**config.mk**
```make
export PLATFORM = sky130hd
export DESIGN_NAME = postbox_usb_flat
export DESIGN_NICKNAME = d
export VERILOG_FILES = /design/src/rtl/postbox_usb_pkg.sv /design/src/rtl/postbox_usb_if.sv /design/src/rtl/postbox_spi_slave.sv /design/src/rtl/postbox_usb.sv /design/src/flat_wrapper.sv
export SDC_FILE = /design/constraint.sdc
export NUM_CORES = 1
export LEC_CHECK = 0
export CORE_ASPECT_RATIO = 1.25
export CORE_UTILIZATION = 55
export CTS_BUF_LIST = sky130_fd_sc_hd__clkbuf_16
export DETAILED_ROUTE_END_ITERATION = 8
export MAX_ROUTING_LAYER = met4
export PLACE_DENSITY = 0.75
export SETUP_SLACK_MARGIN = 0.15
export SYNTH_ARGS = -nofsm -noshare
export SYNTH_HDL_FRONTEND = slang
export SYNTH_SLANG_ARGS = --single-unit
```
**constraint.sdc**
```tcl
create_clock -name fpga_clock_48mhz -period 2.7 [get_ports fpga_clock_48mhz]
set_clock_uncertainty 0.15 [all_clocks]
set_input_delay 0.405 -clock fpga_clock_48mhz [delete_from_list [all_inputs] [get_ports fpga_clock_48mhz]]
set_output_delay 0.405 -clock fpga_clock_48mhz [all_outputs]
set_load 0.05 [all_outputs]
```
**src/rtl/postbox_usb_pkg.sv**
```systemverilog
// Shared constants and FSM state type for the POST box bridge.
// Pulse numbers count from 1 within a testreq pulse group.
package postbox_usb_pkg;

   localparam int unsigned BREAK_CYCLES = 480;

   localparam logic [7:0] PULSE_OUT_READY = 8'd3;
   localparam logic [7:0] PULSE_IN_READY  = 8'd4;
   localparam logic [7:0] PULSE_IN_LAST   = 8'd12;
   localparam logic [7:0] CHAIN_PULSES    = 8'd9;

   // A chained input link is one ready-check pulse followed by the data bits.
   localparam logic [3:0] BYTE_BITS = 4'(CHAIN_PULSES - 8'd1);

   typedef enum logic [1:0] {
      ST_IDLE,
      ST_CMD,
      ST_INPUT_SHIFT,
      ST_OUTPUT_BITS
   } state_t;

endpackage

```
**src/rtl/postbox_usb_if.sv**
```systemverilog
// Target-connector and SPI pins of the POST box, grouped for the FPGA top.
// The slave side is the bridge; the master side is the target plus host MCU.
interface postbox_usb_if;
   logic fpga_spi_cs;
   logic fpga_spi_sck;
   logic fpga_spi_mosi;
   logic fpga_spi_miso;
   logic testreq_3v;
   logic testack_noe;
   logic target_reset_noe;
   logic target_power_3v;
   logic target_power_out;
   logic hotswap_noe;

   modport slave (
      input  fpga_spi_cs, fpga_spi_sck, fpga_spi_mosi, testreq_3v, target_power_3v,
      output fpga_spi_miso, testack_noe, target_reset_noe, target_power_out, hotswap_noe
   );

   modport master (
      output fpga_spi_cs, fpga_spi_sck, fpga_spi_mosi, testreq_3v, target_power_3v,
      input  fpga_spi_miso, testack_noe, target_reset_noe, target_power_out, hotswap_noe
   );
endinterface

```
**src/rtl/postbox_spi_slave.sv**
```systemverilog
// Mode-0 SPI slave for exactly 16-bit frames: status/flags byte, then data byte.
// Emits one-cycle load/clear strobes at chip-select rise of a complete frame.
module postbox_spi_slave (
   input  logic       clk,
   input  logic       rst,
   input  logic       cs,
   input  logic       sck,
   input  logic       mosi,
   input  logic       tx_empty,
   input  logic       rx_full,
   input  logic [7:0] rx_data,
   output logic       miso,
   output logic       load_tx,
   output logic [7:0] load_data,
   output logic       clear_rx
);

   logic [2:0] cs_q;
   logic [2:0] sck_q;
   logic [1:0] mosi_q;
   logic [4:0] bit_cnt;
   logic [7:0] shift_in;
   logic [7:0] shift_out;
   logic [1:0] cmd;
   logic       lat_tx_empty;
   logic       lat_rx_full;

   logic active, cs_fall, cs_rise, sck_rise, sck_fall;

   assign active   = ~cs_q[1];
   assign cs_fall  = ~cs_q[1] &  cs_q[2];
   assign cs_rise  =  cs_q[1] & ~cs_q[2];
   assign sck_rise =  sck_q[1] & ~sck_q[2];
   assign sck_fall = ~sck_q[1] &  sck_q[2];
   assign miso     = active & shift_out[7];

   always_ff @(posedge clk) begin
      if (rst) begin
         cs_q         <= 3'b111;
         sck_q        <= 3'b000;
         mosi_q       <= 2'b00;
         bit_cnt      <= 5'd0;
         shift_in     <= 8'h00;
         shift_out    <= 8'h00;
         cmd          <= 2'b00;
         lat_tx_empty <= 1'b0;
         lat_rx_full  <= 1'b0;
         load_tx      <= 1'b0;
         load_data    <= 8'h00;
         clear_rx     <= 1'b0;
      end else begin
         // NOTE: registered state uses non-blocking assignments so every flop samples pre-edge values.
         cs_q     <= {cs_q[1:0], cs};
         sck_q    <= {sck_q[1:0], sck};
         mosi_q   <= {mosi_q[0], mosi};
         load_tx  <= 1'b0;
         clear_rx <= 1'b0;

         if (cs_fall) begin
            bit_cnt      <= 5'd0;
            lat_tx_empty <= tx_empty;
            lat_rx_full  <= rx_full;
            shift_out    <= {6'b0, tx_empty, rx_full};
         end else if (active) begin
            if (sck_rise) begin
               shift_in <= {shift_in[6:0], mosi_q[1]};
               if (bit_cnt != 5'd31) bit_cnt <= bit_cnt + 5'd1;
               if (bit_cnt == 5'd7) cmd <= {shift_in[0], mosi_q[1]};
            end
            // The data byte replaces the status byte on the falling edge after bit 8.
            if (sck_fall) begin
               if (bit_cnt == 5'd8) shift_out <= lat_rx_full ? rx_data : 8'h00;
               else                 shift_out <= {shift_out[6:0], 1'b0};
            end
         end

         if (cs_rise && bit_cnt == 5'd16) begin
            load_tx   <= cmd[1] & lat_tx_empty;
            load_data <= shift_in;
            clear_rx  <= cmd[0] & lat_rx_full;
         end
      end
   end

endmodule

```
**src/rtl/postbox_usb.sv**
```systemverilog
// POST test-port bridge: decodes testreq pulse groups from the target and
// exchanges one byte each way with the host MCU over SPI.
module postbox_usb
   import postbox_usb_pkg::*;
(
   input  logic         fpga_clock_48mhz,
   input  logic         reset_in,
   postbox_usb_if.slave bus
);

   localparam logic [8:0] BREAK_COUNT = 9'(BREAK_CYCLES);

   logic [2:0] req_q;
   logic [1:0] power_q;
   logic [8:0] low_cnt;
   logic [7:0] pulse_cnt;
   logic [7:0] pulse_n;
   state_t     state;
   logic [3:0] bits_left;
   logic [7:0] in_shift;
   logic       cmd_ok;
   logic [2:0] out_idx;
   logic [6:0] out_shift;
   logic       ack, ack_next, hotswap_noe_q;
   logic       tx_full, rx_full;
   logic [7:0] tx_data, rx_data;
   logic       spi_load_tx, spi_clear_rx;
   logic [7:0] spi_data;
   logic       req_rise, group_end, check_pulse, group_bit;

   postbox_spi_slave u_spi (
      .clk       (fpga_clock_48mhz),
      .rst       (reset_in),
      .cs        (bus.fpga_spi_cs),
      .sck       (bus.fpga_spi_sck),
      .mosi      (bus.fpga_spi_mosi),
      .tx_empty  (~tx_full),
      .rx_full   (rx_full),
      .rx_data   (rx_data),
      .miso      (bus.fpga_spi_miso),
      .load_tx   (spi_load_tx),
      .load_data (spi_data),
      .clear_rx  (spi_clear_rx)
   );

   assign req_rise    = req_q[1] & ~req_q[2];
   assign group_end   = ~req_q[1] && (low_cnt == BREAK_COUNT - 9'd1);
   assign pulse_n     = pulse_cnt + 8'd1;
   assign group_bit   = (pulse_cnt == 8'd2);
   // Ready checks: pulse 4, or the first pulse after each byte of a chained read.
   assign check_pulse = (bits_left == 4'd0) &&
                        ((pulse_n == PULSE_IN_READY) ||
                         (state == ST_INPUT_SHIFT && pulse_n > PULSE_IN_LAST));

   always_comb begin
      // NOTE: default first so no path through the block leaves ack_next unassigned (no latch).
      ack_next = 1'b0;
      if (state == ST_OUTPUT_BITS)          ack_next = 1'b0;
      else if (bits_left != 4'd0)           ack_next = in_shift[7];
      else if (pulse_n == PULSE_OUT_READY)  ack_next = ~rx_full;
      else if (check_pulse)                 ack_next = tx_full;
   end

   assign bus.testack_noe      = ~ack;
   assign bus.target_reset_noe = 1'b1;
   assign bus.target_power_out = power_q[1];
   assign bus.hotswap_noe      = hotswap_noe_q;

   always_ff @(posedge fpga_clock_48mhz) begin
      if (reset_in) begin
         req_q         <= 3'b000;
         power_q       <= 2'b00;
         low_cnt       <= 9'd0;
         pulse_cnt     <= 8'd0;
         state         <= ST_IDLE;
         bits_left     <= 4'd0;
         in_shift      <= 8'h00;
         cmd_ok        <= 1'b0;
         out_idx       <= 3'd0;
         out_shift     <= 7'd0;
         ack           <= 1'b0;
         hotswap_noe_q <= 1'b1;
         tx_full       <= 1'b0;
         tx_data       <= 8'h00;
         rx_full       <= 1'b0;
         rx_data       <= 8'h00;
      end else begin
         req_q         <= {req_q[1:0], bus.testreq_3v};
         power_q       <= {power_q[0], bus.target_power_3v};
         hotswap_noe_q <= 1'b0;

         if (req_q[1])                    low_cnt <= 9'd0;
         else if (low_cnt != BREAK_COUNT) low_cnt <= low_cnt + 9'd1;

         // Ack tracks the upcoming pulse while low and is frozen while high.
         if (!req_q[1]) ack <= ack_next;

         if (spi_clear_rx) rx_full <= 1'b0;

         if (req_rise) begin
            if (pulse_cnt != 8'hFE) pulse_cnt <= pulse_n;
            if (state == ST_IDLE) state <= ST_CMD;
            if (state != ST_OUTPUT_BITS) begin
               if (bits_left != 4'd0) begin
                  in_shift  <= {in_shift[6:0], 1'b0};
                  bits_left <= bits_left - 4'd1;
                  if (bits_left == 4'd1) tx_full <= 1'b0;
               end else if (pulse_n == PULSE_OUT_READY) begin
                  cmd_ok <= ack;
               end else if (check_pulse) begin
                  if (ack) begin
                     in_shift  <= tx_data;
                     bits_left <= BYTE_BITS;
                     state     <= ST_INPUT_SHIFT;
                  end else begin
                     state <= ST_CMD;
                  end
               end
            end
         end else if (group_end) begin
            pulse_cnt <= 8'd0;
            bits_left <= 4'd0;
            cmd_ok    <= 1'b0;
            if (pulse_cnt != 8'd0) begin
               case (state)
                  ST_CMD, ST_INPUT_SHIFT: begin
                     state   <= (pulse_cnt == PULSE_OUT_READY && cmd_ok) ? ST_OUTPUT_BITS : ST_IDLE;
                     out_idx <= 3'd0;
                  end
                  ST_OUTPUT_BITS: begin
                     if (pulse_cnt == 8'd1 || pulse_cnt == 8'd2) begin
                        out_shift <= {out_shift[5:0], group_bit};
                        out_idx   <= out_idx + 3'd1;
                        if (out_idx == 3'd7) begin
                           rx_data <= {out_shift, group_bit};
                           rx_full <= 1'b1;
                           state   <= ST_IDLE;
                        end
                     end else begin
                        state <= ST_IDLE;
                     end
                  end
                  default: state <= ST_IDLE;
               endcase
            end
         end

         if (spi_load_tx) begin
            tx_full <= 1'b1;
            tx_data <= spi_data;
         end
      end
   end

endmodule

```
**src/flat_wrapper.sv**
```systemverilog
// flat-port wrapper written by rule: the top's interface ports become plain ports
module postbox_usb_flat import postbox_usb_pkg::*;
  (fpga_clock_48mhz, reset_in, bus_fpga_spi_cs, bus_fpga_spi_sck, bus_fpga_spi_mosi, bus_testreq_3v, bus_target_power_3v, bus_fpga_spi_miso, bus_testack_noe, bus_target_reset_noe, bus_target_power_out, bus_hotswap_noe);
  postbox_usb_if bus_i ();
  input  logic fpga_clock_48mhz;
  input  logic reset_in;
  input wire logic [$bits(bus_i.fpga_spi_cs)-1:0] bus_fpga_spi_cs;
  input wire logic [$bits(bus_i.fpga_spi_sck)-1:0] bus_fpga_spi_sck;
  input wire logic [$bits(bus_i.fpga_spi_mosi)-1:0] bus_fpga_spi_mosi;
  input wire logic [$bits(bus_i.testreq_3v)-1:0] bus_testreq_3v;
  input wire logic [$bits(bus_i.target_power_3v)-1:0] bus_target_power_3v;
  output wire logic [$bits(bus_i.fpga_spi_miso)-1:0] bus_fpga_spi_miso;
  output wire logic [$bits(bus_i.testack_noe)-1:0] bus_testack_noe;
  output wire logic [$bits(bus_i.target_reset_noe)-1:0] bus_target_reset_noe;
  output wire logic [$bits(bus_i.target_power_out)-1:0] bus_target_power_out;
  output wire logic [$bits(bus_i.hotswap_noe)-1:0] bus_hotswap_noe;
  assign bus_i.fpga_spi_cs = bus_fpga_spi_cs;
  assign bus_i.fpga_spi_sck = bus_fpga_spi_sck;
  assign bus_i.fpga_spi_mosi = bus_fpga_spi_mosi;
  assign bus_i.testreq_3v = bus_testreq_3v;
  assign bus_i.target_power_3v = bus_target_power_3v;
  assign bus_fpga_spi_miso = bus_i.fpga_spi_miso;
  assign bus_testack_noe = bus_i.testack_noe;
  assign bus_target_reset_noe = bus_i.target_reset_noe;
  assign bus_target_power_out = bus_i.target_power_out;
  assign bus_hotswap_noe = bus_i.hotswap_noe;
  postbox_usb u_core (.fpga_clock_48mhz(fpga_clock_48mhz), .reset_in(reset_in), .bus(bus_i));
endmodule
```
==> out/results.tsv, run 1 <==
metric	value	unit
cap_viol_max_count	0	
grt_antenna_before_repair	0	
finalWeightedCongestion	0.8869	
groute.usage.overall	23.61	%
final-setup-viol-count	0	
ys_seq_area_share	44.52	%
drt-wirelength-per-cell	14.10	µm
synth_flop_cell	sky130_fd_sc_hd__dfxtp_1	
worstPathArrival	2.58	ns
place.detailed.hpwl	6.925	mm
finish.cell_count_without_fillers	711	
hold_path_class	in -> reg	
viasPerCell	5.594	
finalHoldViolations	0	
drt_iter0_markers	197	
synthTopCellsByArea	sky130_fd_sc_hd__dfxtp_1, sky130_fd_sc_hd__nor2_1, sky130_fd_sc_hd__mux2i_1	
grt_max_degree	32	
post_syn_nets	602	
floorplan.initialDensity	56.84	%
timing.slew.headroom	58.10	%
drv_slew	0	
cp_slowest_stage_delay	0.61	ns
die_h	108.0	µm
fillerInstances	712	
critical-path-slowest-cell	sky130_fd_sc_hd__or4_4	
worstPathMaxFanout	7	
ir_worst_vdd	450.1	µV
worstSetupStartpointType	flop	
globalRoute.totalOverflow	0	
layout-area-overhead-vs-synth	13.28	%
synth_top_cells_by_count	sky130_fd_sc_hd__dfxtp_1, sky130_fd_sc_hd__nor2_1, sky130_fd_sc_hd__nand2_1	
placement.io_buffers	10	
tritoncts	done	
rows	38	
dpl_cell_area	5205	µm²
timing.final.crit_share	92.40	%
fp.dieW	86.82	µm
detailed_route_wire_length	10.02	mm
syn-mean-instance-area	8.572	µm²
design.final.nets	611	
layout-drive-gt1-share	11.68	%
tns	0	ns
antenna_cells	0	
yosys.cell_count.top_type	sky130_fd_sc_hd__dfxtp_1	
clk_path_buf_depth	2	
critPathRequiredTime	2.79	ns
cellPowerDensity	553.7	nW/µm²
yosys_register_bits	110	
finalWorstPathRequiredPeriod	2.495	ns
cp_top_family	compound AO/OA/AOI/OAI gates	
clk_root_buf	sky130_fd_sc_hd__clkbuf_16	
critical_path_cell_by_cell	buf_4 > nand3_2 > o21a_4 > o41a_1 > or4_4 > a21oi_1 > a311oi_1	
synth_top_cell_by_area	sky130_fd_sc_hd__dfxtp_1	
number_of_global_route_vias_before_repair	3772	
synth-async-reset-ratio	0	%
drt-pass1-iter-count	4	
cts-buffers-inserted	9	
critPathBufInv	1	
syn-instance-count	577	
worst_setup_hold_path_clk_slew	0.08	ns
fp.dieArea	9379	µm²
htree_num_levels	3	
synth_enable_flop_cells	0	
route.detailed.drc	0	
fmax	0.4008	GHz
timing.setup.critical_path_class	reg -> reg	
core	8701	µm²
leakage	1.984	nW
netlist.area_leader.share	44.52	%
ant_nets	0	
ys_types	63	
dr_total_vias	3977	
clk-insertion-delay-late	0.36	ns
rsz0062_at_grt	true	
area_of_the_mapped_netlist	4946	µm²
dp.cells	695	
run_status	finished clean	
grt_first_pass_wirelength	16.98	mm
final_area	5603	µm²
io_pins	12	
cts_sinks	110	
yosysWarningCount	0	
transition_time_at_the_pin_with_the_least_slew_margin	0.6272	ns
setup.worst_path.end_class	flop	
fin_util	64.39	%
whs	0.2490	ns
==> layout by cell type (no fill, tap or decap), types with 4 or more instances in the layout <==
master / Yosys / routed
sky130_fd_sc_hd__nor3_1: 11 / 11
sky130_fd_sc_hd__buf_4: 3 / 19
sky130_fd_sc_hd__nor2_1: 82 / 82
sky130_fd_sc_hd__or2_2: 7 / 7
sky130_fd_sc_hd__clkbuf_16: 0 / 9
sky130_fd_sc_hd__ha_1: 18 / 16
sky130_fd_sc_hd__a21oi_1: 56 / 55
sky130_fd_sc_hd__nand2b_1: 5 / 5
sky130_fd_sc_hd__inv_1: 17 / 17
sky130_fd_sc_hd__a211oi_1: 6 / 6
sky130_fd_sc_hd__and3_1: 6 / 6
sky130_fd_sc_hd__or3_1: 4 / 4
sky130_fd_sc_hd__nand2_1: 70 / 70
sky130_fd_sc_hd__mux2i_1: 29 / 29
sky130_fd_sc_hd__nand4_1: 7 / 7
sky130_fd_sc_hd__dfxtp_1: 110 / 105
sky130_fd_sc_hd__nand3_1: 18 / 18
sky130_fd_sc_hd__xor2_1: 7 / 7
sky130_fd_sc_hd__a311oi_1: 8 / 8
sky130_fd_sc_hd__o21ai_0: 8 / 8
sky130_fd_sc_hd__nor2b_1: 14 / 14
sky130_fd_sc_hd__clkdlybuf4s50_1: 0 / 9
sky130_fd_sc_hd__nand3b_1: 4 / 4
==> path summary, 6_finish.rpt <==
check	cells after the start	startpoint	slack [ns]	endpoint
worst max register to register	7	u_core.pulse_cnt[0]	0.21	u_core.in_shift[2]
worst min-delay path	2	reset_in	0.25	u_core.u_spi.lat_tx_empty
worst max-delay path	7	u_core.pulse_cnt[0]	0.21	u_core.in_shift[2]
worst min register to register	1	u_core.u_spi.cs_q[0]	0.28	u_core.u_spi.cs_q[1]
==> kinds of logic after synthesis <==
| kind of cell | synth area share (%) |
|---|---|
| AOI/OAI and AO/OA | 14.57 |
| xor gates and xnor gates | 1.594 |
| adders and majority gates | 4.554 |
| buffers and inverters | 4.022 |
| DFF | 44.52 |
| muxes | 5.869 |
| other | 0.07582 |
| and+or+nand+nor | 24.79 |
==> through the flow <==
step           power (mW)  worst slack, ns
6_report            3.103           0.2052
2_1_floorplan       1.768           0.1514
4_1_cts             3.132           0.1782
5_1_grt             3.212           0.1404
3_5_place_dp        1.804          0.03754
3_3_place_gp        1.800           0.1112
==> what timing repair did <==
action,CTS,global route
gates resized for setup,5,16
buffers inserted,0,0
hold buffers,0,0
setup endpoints to repair,10,17
pin swaps,0,6
==> layout make-up <==
class,instances,area (µm²),share of cell area [%]
flip-flops and latches,110,2213,39.50
inverters,17,63.81,1.139
clock buffers,9,225.2,4.020
well taps,120,150.1,2.680
repair buffers,29,237.7,4.243
clock inverters,7,86.33,1.541
multi-input cells,419,2626,46.87
==> sequential cells by signal, summed over array words and instances, names as in the netlist, 2 cells and up <==
register,cells
u_core.u_spi.mosi_q,2
u_core.out_idx,3
u_core.req_q,3
u_core.u_spi.load_data,8
u_core.pulse_cnt,8
u_core.rx_data,8
u_core.power_q,2
u_core.u_spi.cmd,2
u_core.u_spi.bit_cnt,5
u_core.u_spi.shift_in,8
u_core.bits_left,4
u_core.state,2
u_core.u_spi.shift_out,8
u_core.u_spi.cs_q,3
u_core.low_cnt,9
u_core.in_shift,8
u_core.tx_data,8
u_core.out_shift,7
u_core.u_spi.sck_q,3
==> power by group <==
part	internal (mW)	total (mW)	switching (mW)
combinational	0.0441	0.115	0.0714
sequential	1.64	1.65	0.0143
clock	0.667	1.34	0.669
==> routing by layer <==
metal  vias up  routed length (µm)  track usage, %
li1       2023                   -               -
met1      1875                4586           26.60
met2        59                4951           40.61
met3        20                 260           4.427
met4         0                 223           10.12
met5         -                   0               -
Note: power is estimated with default switching activity, not from simulation.
==> run 2, diff against run 1 <==
--- a/config.mk
+++ b/config.mk
@@ -6,6 +6,7 @@
 export NUM_CORES = 1
 export LEC_CHECK = 0
 export CORE_ASPECT_RATIO = 1.25
+export CORE_MARGIN = 2
 export CORE_UTILIZATION = 55
 export CTS_BUF_LIST = sky130_fd_sc_hd__clkbuf_16
 export DETAILED_ROUTE_END_ITERATION = 8
==> run 2 against run 1 <==
  * Critical path depth rose by 2
  * Worst hold slack improved by 0.018 ns
  * Sequential share of layout area shrank 0.25 points
  * Design area up 0.40%
  * Fmax is 1.9% lower
  * Sequential cell count is the same
  * Count of clock-buffer cells in the layout unchanged
  * Via count up 0.28%
  * Global-route usage down 1.5 points
==> out/results.tsv, run 2 (synthesis gave the netlist of run 1 again) <==
metric	value	unit
final-setup-viol-count	0	
seq_area	2208	µm²
cp_slowest_stage_delay	0.37	ns
worstSetupStartpointType	flop	
timing.final.crit_share	94.22	%
power_switching_share	21.79	%
design.final.nets	611	
antenna_cells	0	
fp.dieW	88.82	µm
registers.top_by_ff_count	u_core.low_cnt	
worst_setup_hold_path_clk_slew	0.07	ns
fillerInstances	715	
setup.worst_path.end_class	flop	
finalHoldViolations	0	
htree_num_levels	3	
p_clk_share	44.9	%
power.share.combinational	3.6	%
cellPowerDensity	570.5	nW/µm²
place.detailed.hpwl	6.733	mm
critPathRequiredTime	2.82	ns
timing.setup.critical_path_class	reg -> reg	
critPathBufInv	2	
drt-pass1-iter-count	5	
clk_path_buf_depth	2	
finalWeightedCongestion	0.9413	
intPower	2.510	mW
transition_time_at_the_pin_with_the_least_slew_margin	0.5998	ns
detailed_route_wire_length	10.01	mm
timing.slew.headroom	59.92	%
rows	38	
leakage	1.985	nW
placement.io_buffers	10	
cap_viol_max_count	0	
drv_slew	0	
groute.usage.overall	22.11	%
detailedPlace.worstSlack	0.02481	ns
cts_hold_buffers	0	
cts-buffers-inserted	9	
worstPathMaxFanout	10	
fp.dieArea	9772	µm²
number_of_global_route_vias_before_repair	3759	
finalWorstPathRequiredPeriod	2.544	ns
run_status	finished clean	
grt_first_pass_wirelength	16.77	mm
core	8701	µm²
floorplan.initialDensity	56.84	%
drt_iter0_markers	271	
grt_max_degree	29	
critical-path-slowest-cell	sky130_fd_sc_hd__dfxtp_2	
layout-drive-gt1-share	11.84	%
grt_antenna_before_repair	0	
worstPathArrival	2.66	ns
clk-insertion-delay-late	0.35	ns
cts_sinks	110	
io_pins	12	
tritoncts	done	
dr_total_vias	3988	
final_cell_mix	sky130_fd_sc_hd__dfxtp_1, sky130_fd_sc_hd__nor2_1, sky130_fd_sc_hd__nand2_1	
layout_commonest_cell	sky130_fd_sc_hd__dfxtp_1	
p_seq_share	51.5	%
ant_nets	0	
globalRoute.totalOverflow	0	
viasPerCell	5.609	
tns	0	ns
ir_worst_vdd	408.5	µV
route.detailed.drc	0	
critical_path_cell_by_cell	buf_6 > ha_2 > nor2b_2 > a41oi_2 > a2111oi_4 > buf_4 > nor3_4 > o311a_1 > nor4b_2	
clk_root_buf	sky130_fd_sc_hd__clkbuf_16	
layout_setup_ws	0.1560	ns
die_h	110.0	µm
rsz0062_at_grt	true	
cp_top_family	compound AO/OA/AOI/OAI gates	
hold_path_class	reg -> reg	
largest_register_ffs	9	
drt-wirelength-per-cell	14.08	µm
switching_power	0.6993	mW
multi_input_area	2626	µm²
layout-area-overhead-vs-synth	13.74	%
fmax	0.3931	GHz
## run 2: layout make-up
type / count / share of cell area [%]
inverter: 17 / 1.134
sequential: 110 / 39.26
tap: 120 / 2.669
timing repair buffer: 29 / 4.359
multi-input combinational: 419 / 46.69
clock buffer: 9 / 4.004
clock inverter: 7 / 1.891
## run 2: through the flow
step | utilization (%) | instance area, µm² | instances | power (mW) | hold slack (ns)
after floorplan | - | 4946 | 577 | 1.768 | 0.2395
after detailed placement | 59.65 | 5190 | 693 | 1.802 | 0.2513
after CTS | 63.56 | 5530 | 709 | 3.235 | 0.2717
after global routing | 64.65 | 5625 | 711 | 3.322 | 0.2962
final | 64.65 | 5625 | 711 | 3.209 | 0.2673
after global placement | 59.65 | 5190 | 693 | 1.799 | 0.2499
## run 2: power groups by stage
stage	Clock, mW	Sequential (mW)	Combinational (mW)
6_report	1.44	1.65	0.116
5_1_grt	1.54	1.65	0.130
4_1_cts	1.47	1.65	0.114
3_5_place_dp	0	1.69	0.113
3_3_place_gp	0	1.69	0.111
2_1_floorplan	0	1.69	0.0774
## run 2: worst paths after layout
path                                           start                   end  slack, ns  cells past startpoint
worst min-delay path            u_core.u_spi.cs_q[0]  u_core.u_spi.cs_q[1]       0.27                      1
worst min register to register  u_core.u_spi.cs_q[0]  u_core.u_spi.cs_q[1]       0.27                      1
worst max-delay path             u_core.pulse_cnt[0]       u_core.state[0]       0.16                      9
worst max register to register   u_core.pulse_cnt[0]       u_core.state[0]       0.16                      9
## run 2: per-layer routing
layer  vias to the layer above  share of wire (%)  global-route usage, %
met5                         -                  0                      -
met4                         0                2.2                  8.550
met3                        23                4.1                  4.021
met2                       113                 50                  36.73
met1                      1839                 44                  26.54
li1                       2013                  -                      -
## run 2: what timing repair did
action,CTS,global route
setup buffers,0,2
pin swaps,1,7
gates resized for setup,3,20
setup endpoints to repair,10,20
==> run 3, diff against run 2 <==
--- a/config.mk
+++ b/config.mk
@@ -5,13 +5,17 @@
 export SDC_FILE = /design/constraint.sdc
 export NUM_CORES = 1
 export LEC_CHECK = 0
+export ABC_AREA = 1
+export CELL_PAD_IN_SITES_DETAIL_PLACEMENT = 1
+export CELL_PAD_IN_SITES_GLOBAL_PLACEMENT = 2
 export CORE_ASPECT_RATIO = 1.25
 export CORE_MARGIN = 2
-export CORE_UTILIZATION = 55
+export CORE_UTILIZATION = 33
 export CTS_BUF_LIST = sky130_fd_sc_hd__clkbuf_16
+export CTS_CLUSTER_SIZE = 28
 export DETAILED_ROUTE_END_ITERATION = 8
 export MAX_ROUTING_LAYER = met4
-export PLACE_DENSITY = 0.75
+export PLACE_DENSITY_LB_ADDON = 0.1
 export SETUP_SLACK_MARGIN = 0.15
 export SYNTH_ARGS = -nofsm -noshare
 export SYNTH_HDL_FRONTEND = slang
==> run 3 against run 2 <==
  * Total power increased by 4.1%
  * Register-to-register slack improved by 0.28 ns
  * Non-clock buffer count decreased by 12
  * Synthesized cell count grew 18%
  * Core utilization down 27 points
  * Wire length rose by 21%
  * Via count rose by 5.1%
  * Worst setup slack gained 0.28 ns
  * First-iteration DRC count down 28%
  * Global-route usage shrank 5.2 points
  * Critical path depth is 1 higher
  * Critical endpoint is now u_core.in_shift[0]
  * Largest cell class unchanged
==> out/results.tsv, run 3 <==
metric	value	unit
run_status	finished clean	
core	14890	µm²
ys_types	41	
cap_viol_max_count	0	
layout-area-overhead-vs-synth	12.00	%
groute.usage.overall	16.90	%
synth_top_cell_by_area	sky130_fd_sc_hd__dfxtp_1	
largest_register_ffs	9	
intPower	2.533	mW
timing.final.crit_share	83.72	%
area_of_the_mapped_netlist	4982	µm²
htree_num_levels	3	
clk_path_buf_depth	2	
final_cell_mix	sky130_fd_sc_hd__dfxtp_1, sky130_fd_sc_hd__nand2_1, sky130_fd_sc_hd__inv_1	
finalWeightedCongestion	0.7870	
post_syn_nets	704	
worstSetupStartpointType	flop	
viasPerCell	4.807	
drt-pass1-iter-count	6	
worstPathArrival	2.35	ns
final-setup-viol-count	0	
cts_sinks	110	
place.detailed.hpwl	8.780	mm
synth-async-reset-ratio	0	%
floorplan.initialDensity	33.46	%
ir_worst_vdd	324.1	µV
syn-mean-instance-area	7.338	µm²
route.detailed.drc	0	
drv_slew	0	
fp.dieArea	16100	µm²
grt_antenna_before_repair	0	
critPathBufInv	0	
registers.top_by_ff_count	u_core.low_cnt	
synth_enable_flop_cells	0	
fillerInstances	1862	
layout-drive-gt1-share	7.391	%
design.final.nets	710	
hold_path_class	reg -> reg	
antenna_cells	0	
layout_setup_ws	0.4395	ns
ant_nets	0	
timing.slew.headroom	56.61	%
synthTopCellsByArea	sky130_fd_sc_hd__dfxtp_1, sky130_fd_sc_hd__nand2_1, sky130_fd_sc_hd__inv_1	
post_cts.repair.setup_buffers	0	
synth_top_cells_by_count	sky130_fd_sc_hd__dfxtp_1, sky130_fd_sc_hd__nand2_1, sky130_fd_sc_hd__inv_1	
grt_first_pass_wirelength	21.19	mm
fp.dieW	113.9	µm
cts_hold_buffers	0	
rows	50	
yosysWarningCount	0	
clk-insertion-delay-late	0.36	ns
syn-instance-count	679	
layout_commonest_cell	sky130_fd_sc_hd__dfxtp_1	
drt_iter0_markers	195	
number_of_gates_resized_after_cts	0	
timing.setup.critical_path_class	reg -> reg	
globalRoute.totalOverflow	0	
tns	0	ns
power.share.combinational	5.7	%
detailed_route_wire_length	12.11	mm
yosys.cell_count.top_type	sky130_fd_sc_hd__dfxtp_1	
detailedPlace.worstSlack	0.3521	ns
cellPowerDensity	598.7	nW/µm²
placement.io_buffers	10	
finalWorstPathRequiredPeriod	2.261	ns
yosys_register_bits	110	
switching_power	0.8077	mW
clk_root_buf	sky130_fd_sc_hd__clkbuf_16	
fmax	0.4424	GHz
worst_setup_hold_path_clk_slew	0.08	ns
critical-path-slowest-cell	sky130_fd_sc_hd__dfxtp_1	
ys_seq_area_share	44.20	%
p_seq_share	49.7	%
tritoncts	done	
cp_slowest_stage_delay	0.48	ns
cp_top_family	simple AND/OR/NAND/NOR gates	
critPathRequiredTime	2.79	ns
drt-wirelength-per-cell	13.89	µm
finalHoldViolations	0	
netlist.area_leader.share	44.20	%
setup.worst_path.end_class	flop	
die_h	141.4	µm
grt_max_degree	50	
p_clk_share	44.5	%
synth_flop_cell	sky130_fd_sc_hd__dfxtp_1	
worstPathMaxFanout	16	
cts-buffers-inserted	9	
dr_total_vias	4192	
io_pins	12	
critical_path_cell_by_cell	ha_2 > nand4_1 > nand2_1 > nand3_2 > nor2_1 > nand2_1 > nand3_2 > nand4_4 > o21ai_0 > nor2_1	
leakage	2.368	nW
transition_time_at_the_pin_with_the_least_slew_margin	0.6449	ns
number_of_global_route_vias_before_repair	4397	
rsz0062_at_grt	false	
power_switching_share	24.18	%
[run 3: changes by cell type after synthesis, sizes merged, moves of 6 or more]
cell,delta
nand2,+47
xor2,-6
clkbuf,-8
o21ai,+54
and3,-6
a311oi,-8
nand2b,-6
nor2b,-14
mux2i,-29
inv,+87
nor2,+22
[run 3: logic make-up after synthesis]
| family | after synthesis | share of synthesized area [%] |
|---|---|---|
| AOI/OAI and AO/OA | 144 | 15.95 |
| DFF | 110 | 44.20 |
| xor gates and xnor gates | 3 | 0.5275 |
| and+or+nand+nor | 277 | 24.66 |
| buffers and inverters | 126 | 10.07 |
| adders and majority gates | 18 | 4.520 |
| other | 1 | 0.07527 |
[run 3: worst paths after layout]
path | depth (start not counted) | slack [ns] | start | end
max | 10 | 0.44 | u_core.pulse_cnt[0] | u_core.in_shift[0]
min | 2 | 0.26 | u_core.u_spi.mosi_q[0] | u_core.u_spi.mosi_q[1]
max reg2reg | 10 | 0.44 | u_core.pulse_cnt[0] | u_core.in_shift[0]
min reg2reg | 2 | 0.26 | u_core.u_spi.mosi_q[0] | u_core.u_spi.mosi_q[1]
[run 3: worst min-delay path: stages (launching register included)]
cell,delay (ns)
sky130_fd_sc_hd__dfxtp_1,0.30
sky130_fd_sc_hd__inv_1,0.04
sky130_fd_sc_hd__nor2_1,0.03
[run 3: metrics by stage]
step / power, mW / utilization [%] / hold slack [ns] / area (µm²) / instances
after floorplan: 1.836 / - / 0.2383 / 4982 / 679
after detailed placement: 1.896 / 35.24 / 0.2500 / 5246 / 856
final: 3.341 / 37.48 / 0.2584 / 5580 / 872
after CTS: 3.403 / 37.46 / 0.2628 / 5578 / 872
after global routing: 3.486 / 37.48 / 0.2741 / 5580 / 872
after global placement: 1.891 / 35.24 / 0.2427 / 5246 / 856
[run 3: area by class of cell]
| type | count | area (µm²) | area share (%) |
|---|---|---|---|
| clock inverters | 7 | 106.4 | 1.906 |
| inverters | 104 | 390.4 | 6.996 |
| clock buffers | 9 | 225.2 | 4.036 |
| well taps | 182 | 227.7 | 4.081 |
| repair buffers | 17 | 147.6 | 2.646 |
| multi-input cells | 443 | 2281 | 40.87 |
| flip-flops and latches | 110 | 2202 | 39.46 |
[run 3: routing by layer]
metal	vias up	track usage, %	part of all wire (%)
li1	2197	-	-
met1	1962	20.21	47
met2	16	28.65	49
met3	17	2.221	1.3
met4	0	7.060	2.2
met5	-	-	0
[run 3: power groups by stage]
stage / sequential (mW) / combinational [mW] / clock [mW]
after floorplan: 1.70 / 0.136 / 0
after global placement: 1.70 / 0.192 / 0
after detailed placement: 1.70 / 0.196 / 0
after CTS: 1.66 / 0.197 / 1.54
after global routing: 1.66 / 0.222 / 1.60
final: 1.66 / 0.192 / 1.49
